**src/rtl/dmem_dump_sequencer.sv**
```systemverilog
// Paces the CPU with a clock enable until it reports done, then freezes it and
// cycles a fixed window of data memory onto the display, one word per dwell period or step.
module dmem_dump_sequencer #(
  parameter int unsigned ADDR_W     = 10,
  parameter int unsigned BASE_ADDR  = 0,
  parameter int unsigned WORD_COUNT = 16,
  parameter int unsigned DWELL      = 50000000,
  parameter int unsigned CLK_DIV    = 2
) (
  input  logic              clk,
  input  logic              rst,
  input  logic              cpu_done,
  input  logic              step,
  output logic              cpu_en,
  output logic              mem_rd,
  output logic [ADDR_W-1:0] mem_addr,
  input  logic [31:0]       mem_rdata,
  output logic [31:0]       disp_data,
  output logic              disp_valid,
  output logic [7:0]        index,
  output logic [1:0]        state
);

  localparam int unsigned DW_W = (DWELL > 1) ? $clog2(DWELL) : 1;
  localparam int unsigned PH_W = (CLK_DIV > 1) ? $clog2(CLK_DIV) : 1;
  localparam logic [DW_W-1:0] DWELL_LAST = DW_W'(DWELL - 1);
  localparam logic [PH_W-1:0] PHASE_LAST = PH_W'(CLK_DIV - 1);
  localparam logic [7:0]      INDEX_LAST = 8'(WORD_COUNT - 1);

  typedef enum logic [1:0] {
    S_RUN  = 2'd0,
    S_READ = 2'd1,
    S_WAIT = 2'd2,
    S_SHOW = 2'd3
  } state_t;

  state_t            state_q, state_d;
  logic [PH_W-1:0]   phase_q, phase_d;
  logic [DW_W-1:0]   dwell_q, dwell_d;
  logic [7:0]        index_q, index_d;
  logic              cpu_en_d;
  logic              mem_rd_d;
  logic [ADDR_W-1:0] mem_addr_d;
  logic [31:0]       disp_data_d;
  logic              disp_valid_d;
  logic              advance;

  // Timeout and step landing together still count as one advance.
  assign advance = (state_q == S_SHOW) && ((dwell_q == DWELL_LAST) || step);

  always_ff @(posedge clk or posedge rst) begin
    if (rst) begin
      state_q <= S_RUN;
    end else begin
      state_q <= state_d;
    end
  end

  always_comb begin
    state_d = state_q;
    case (state_q)
      S_RUN:  if (cpu_done) state_d = S_READ;
      S_READ: state_d = S_WAIT;
      S_WAIT: state_d = S_SHOW;
      S_SHOW: if (advance) state_d = S_READ;
      default: state_d = S_RUN;
    endcase
  end

  always_comb begin
    phase_d      = phase_q;
    dwell_d      = dwell_q;
    index_d      = index_q;
    cpu_en_d     = 1'b0;
    mem_rd_d     = 1'b0;
    mem_addr_d   = mem_addr;
    disp_data_d  = disp_data;
    disp_valid_d = disp_valid;
    case (state_q)
      S_RUN: begin
        phase_d  = (phase_q == PHASE_LAST) ? '0 : phase_q + 1'b1;
        cpu_en_d = (phase_q == PHASE_LAST) && !cpu_done;
        if (cpu_done) index_d = 8'd0;
      end
      S_WAIT: begin
        // Read data returns one cycle after the strobe, i.e. during this state.
        disp_data_d  = mem_rdata;
        disp_valid_d = 1'b1;
        dwell_d      = '0;
      end
      S_SHOW: begin
        dwell_d = dwell_q + 1'b1;
        if (advance) index_d = (index_q == INDEX_LAST) ? 8'd0 : index_q + 8'd1;
      end
      default: ;
    endcase
    if (state_d == S_READ) begin
      mem_rd_d   = 1'b1;
      mem_addr_d = ADDR_W'(BASE_ADDR + 32'(index_d));
    end
  end

  always_ff @(posedge clk or posedge rst) begin
    if (rst) begin
      phase_q    <= '0;
      dwell_q    <= '0;
      index_q    <= 8'd0;
      cpu_en     <= 1'b0;
      mem_rd     <= 1'b0;
      mem_addr   <= '0;
      disp_data  <= 32'd0;
      disp_valid <= 1'b0;
    end else begin
      phase_q    <= phase_d;
      dwell_q    <= dwell_d;
      index_q    <= index_d;
      cpu_en     <= cpu_en_d;
      mem_rd     <= mem_rd_d;
      mem_addr   <= mem_addr_d;
      disp_data  <= disp_data_d;
      disp_valid <= disp_valid_d;
    end
  end

  assign index = index_q;
  assign state = state_q;

endmodule

```
**config.mk**
```make
export PLATFORM = sky130hd
export DESIGN_NAME = dmem_dump_sequencer
export DESIGN_NICKNAME = d
export VERILOG_FILES = /design/src/rtl/dmem_dump_sequencer.sv
export SDC_FILE = /design/constraint.sdc
export NUM_CORES = 1
export LEC_CHECK = 0
export ABC_AREA = 1
export BUFFER_PORTS_ARGS = -buffer_cell sky130_fd_sc_hd__buf_2
export CAP_MARGIN = 25
export CORE_ASPECT_RATIO = 1.75
export CORE_UTILIZATION = 53
export CTS_CLUSTER_DIAMETER = 100
export DETAILED_ROUTE_END_ITERATION = 8
export PLACE_DENSITY = 0.79
export SKIP_LAST_GASP = 1
export SYNTH_ARGS = -nofsm -noshare
export SYNTH_HDL_FRONTEND = slang
export SYNTH_SLANG_ARGS = --single-unit
```
**constraint.sdc**
```tcl
create_clock -name clk -period 2.6 [get_ports clk]
set_clock_uncertainty 0.1 [all_clocks]
set_input_delay 0.13 -clock clk [delete_from_list [all_inputs] [get_ports clk]]
set_output_delay 0.13 -clock clk [all_outputs]
set_load 0.01 [all_outputs]
```
; Word level (Yosys, flattened, before mapping)
; Index checks and enable logic that the tools add are counted.
[op_classes]
mux = 11
n_reduce_logical = 6
eq_ne = 6
addsub = 3
[op_table]
columns = cell, count
row1 = case mux 26 bit (2 select lines), 1
row2 = adder 26 x 1 -> 26 bit (second input constant), 1
row3 = equality test 26 bit (second input constant), 1
row4 = 2-to-1 mux 8 bit, 3
row5 = case mux 8 bit (2 select lines), 1
row6 = adder 8 x 1 -> 8 bit (second input constant), 1
row7 = equality test 8 x 4 -> 1 bit (second input constant), 1
row8 = case mux 2 bit (4 select lines), 1
row9 = equality test 2 x 1 -> 1 bit (second input constant), 2
row10 = equality test 2 bit (second input constant), 2
row11 = 2-to-1 mux 2 bit, 2
row12 = 2-to-1 mux 1 bit, 3
row13 = logical AND 1 bit, 2
row14 = logical NOT 2 bit, 1
row15 = nonzero test 2 bit, 1
row16 = adder 1 bit (second input constant), 1
row17 = logical NOT 1 bit, 1
row18 = logical OR 1 bit, 1
[totals]
word_cells = 35
output_inout_bits = 55
regBits = 80
input_bits = 36

; Logic depth before layout (Yosys ltp)
[depth]
word_depth = 7
mapped_depth = 14
ltp_nobuf = 14

; Worst setup path before layout
; Ideal clock, no wire load.
[synth_timing]
kind = register to register
startpoint = register state_q[0], in the netlist state[0]
endpoint = register mem_addr[0]
setup_ps = 65
setup_slack_ps = 754
stages_incl_launch_ff = 11
t_arrival_ps = 1681
required_time_ps = 2435
path_buffers = 1
period_less_slack_ps = 1846
path_cell_list = dfrtp_1 > inv_1 > ha_1 > buf_2 > nor2_1 > inv_1 > o22ai_2 > nor2_8 > inv_4 > nand2_1 > nand2_1
[synth_between]
elab_chain_cells = 5
elab_cells_between_ends = 11
classes_between = 4 x eq/ne / 5 x mux / 2 x reduce/logical
[synth_lines]
columns = element, line
row1 = from (decl), 37  ; state_t state_q, state_d;
row2 = from (signal assigned), 55  ; state_q <= state_d;
row3 = equality test 2 bit, "49, 61, 79"
row4 = logical AND 1 bit, 49  ; assign advance = (state_q == S_SHOW) && ((dwell_q == DWELL_LAST) || step);
row5 = 2-to-1 mux 2 bit, 65  ; S_SHOW: if (advance) state_d = S_READ;
row6 = case mux 2 bit (4 select lines), 61  ; case (state_q)
row7 = equality test 2 x 1 -> 1 bit, 97  ; if (state_d == S_READ) begin
row8 = to (signal assigned), 119  ; mem_addr <= mem_addr_d;
row9 = to (decl), 16  ; output logic [ADDR_W-1:0] mem_addr,
; Several ways; a longest one is shown, not always the timed one.
; A chain may end at the register's enable or synchronous reset.

; Final worst setup path
[layout_timing]
startpoint = register state_q[0], in the netlist state[0]
endpoint = register mem_addr[6]
; Same word-level chain as after synthesis.

==> flow_summary.ini <==
[critical_path]
path_cells = ha_1 -> nor2_1 -> inv_1 -> o22ai_2 -> nor2_8 -> inv_4 -> nand2_1 -> nand2_1
cp_slowest_cell = dfrtp_1
worst-path-stages = 8
worstPathRequired_ns = 2.77
r2r_cells = 8
cpPeakStageDelay_ns = 0.42
rrSetupSlack_ns = 0.51
timing.rr.start = state[0]
r2r_end = mem_addr[6]
path_buf_inv = 2
crit_family = simple AND/OR/NAND/NOR gates
worstPathArrival_ns = 2.26
cp_max_fo = 15
worst_setup_path_end_kind = register
criticalPathCategory = reg2reg
start_kind = register
cp_common_cell = nand2_1

[synth]
syn-cell-area_um2 = 3720
netlist.area_leader.share_pct = 53.8
synth_area_leaders = dfrtp_1, nand2_1, inv_1
synth.distinct_cells = 39
yosys.area.top_type = dfrtp_1
ys_warn_count = 0
ys_ff_latch = 80
netlist_instances = 452
ys_seq_area_share_pct = 53.8
syn_area_per_cell_um2 = 8.24

[power_and_ir_drop]
power.switching_mw = 1.85
p_seq_share_pct = 37.1
swShare_pct = 38.2
p_leak_nw = 2.62
p_clk_share_pct = 26.9
p_per_area_nw_per_um2 = 988
peakVddDrop_uv = 792
intPower_mw = 2.99
combPwrFrac_pct = 36.0

[layout]
final_cell_mix = nand2_1, buf_2, dfrtp_1
fin_nets = 619
layout_commonest_cell = nand2_1
regArea_um2 = 2000
finalNonFillerCells = 665
drive_above_1_share_pct = 22.0
diodes = 0
multi_input_area_um2 = 1500
fill_cells = 489
final_util_pct = 72.0
area.growth.synth_to_final_pct = 31.6

[status]
status = completed

[place]
place_inst = 617
place_ws_ns = 0.543
dp_hpwl_um = 5950
port_buffers = 88
gp_congestion = 0.924

[sta]
fin_crit_sh_pct = 80.2
setup-tns-final_ns = 0
setup_ws_ns = 0.514
worstMarginPinSlew_ns = 0.696
holdWs_ns = 0.104
rsz0062_at_grt = no
max_slew_margin_pct = 53.5
timing.fmax_mhz = 479
fin_crit_ns = 2.09
final_hold_viol_count = 0
finalSetupViolCount = 0
finalMaxSlewViolations = 0

[detailed_routing]
vias = 3421
drtAntennaViolNets = 0
wirelength_um = 9650
wl_per_cell_um = 14.5
wl_met3_um = 336
via_per_inst = 5.14
routed.top_layer = met4
first_pass_iters = 5
wl_met1_um = 3550
drtIter0Drc = 222
drc_errors = 0
route.met2.wl_um = 5330

[clocking]
cts_num_sinks = 80
postCtsSetupBuffers = 0
clkTransAtPathRegs_ns = 0.06
root_buffer = clkbuf_16
cts_max_path_buffers = 2
cts.htree.levels = 3
cts_tree = done
cts_buffers = 9
clock_latency_ns = 0.34

[min_path]
hold_path_depth = 6
min_path_type = in2reg
holdPathEnd = state[1]
min-delay-start = step

[global_route]
grt_max_degree = 49
grt_overflow = 0
antenna_found_initial = 0
grt.total_usage_pct = 28.4
grt_first_pass_wirelength_um = 15700
grt_pass1_vias = 3459

[die]
ios = 91
die-width_um = 65.4
dieArea_um2 = 7380
core-area_um2 = 6810
die_y_um = 113
num_rows = 40
initial_core_util_pct = 54.7

[job]
maxCapViolCount = 0
-- sequential cells by signal (all words and copies together), names as in the netlist --
signal and cells:
cpu_en 1, disp_data 32, disp_valid 1, dwell_q 26, index 8, mem_addr 8
mem_rd 1, phase_q 1, state 2
-- layout make-up --
class | count | area share (%)
clock buffer | 11 | 4.75
clock inverter | 3 | 1.40
inverter | 45 | 3.50
multi-input combinational | 317 | 30.7
sequential | 80 | 40.9
tap | 84 | 2.15
timing repair buffer | 125 | 16.7
-- Yosys cell counts (all sizes together) --
cell,instances
a21boi,1
a21o,1
a21oi,11
a22oi,1
a41oi,1
buf,4
clkbuf,7
clkinv,1
conb,1
dfrtp,80
ha,5
inv,44
mux2i,3
nand2,187
nand3,28
nand3b,1
nand4,5
nor2,35
nor3,5
nor4,1
o21ai,19
o22ai,3
o31a,1
o31ai,1
or2,1
xor2,5
-- repair_timing --
item | 4_1_cts | 5_1_grt
hold buffers | 34 | 0
hold endpoints to repair | 65 | 0
resized for setup | 0 | 0
-- layer usage --
metal  vias to the layer above  GRT usage (%)
met1                      1599           31.6
met5                         -              0
li1                       1664              -
met3                        41           4.94
met2                       117           49.3
met4                         0           16.7
-- worst register-to-register path, delay by kind of cell (launching register included) --
family,cells,cell delay (ns)
AO/OA/AOI/OAI,1,0.32
flip-flops,1,0.42
adder cells (fa/ha/maj),1,0.42
buffers and inverters,2,0.22
AND/OR/NAND/NOR,4,0.53
-- power groups by stage --
stage | Combinational (mW) | Sequential (mW) | Clock (mW)
after floorplan | 0.943 | 1.91 | 0
after global placement | 1.59 | 1.78 | 0
after detailed placement | 1.65 | 1.78 | 0
after CTS | 1.71 | 1.77 | 1.31
after global routing | 1.92 | 1.82 | 1.36
final | 1.74 | 1.80 | 1.30
-- cell families after synthesis --
group	synth area share (%)
xor+xnor	1.18
mux	0.806
simple gates	30.4
buf+inv	5.98
compound gates	6.08
fa+ha+maj	1.68
other cells	0.101
flops	53.8
-- how the worst max path moves through the flow --
stage             start           to  slack (ns)
5_1_grt        state[0]  mem_addr[7]        0.35
6_report       state[0]  mem_addr[6]        0.51
3_3_place_gp   state[0]  mem_addr[2]        0.64
2_1_floorplan       rst       cpu_en        0.32
3_5_place_dp   state[0]  mem_addr[6]        0.54
4_1_cts        state[0]  mem_addr[6]        0.49
-- metrics by stage --
stage               cell area [um^2]  power, mW
floorplan                       3730       2.85
global placement                4260       3.37
detailed placement              4260       3.43
CTS                             4900       4.80
global route                    4900       5.10
finish                          4900       4.84
(Power assumes the default switching activity.)
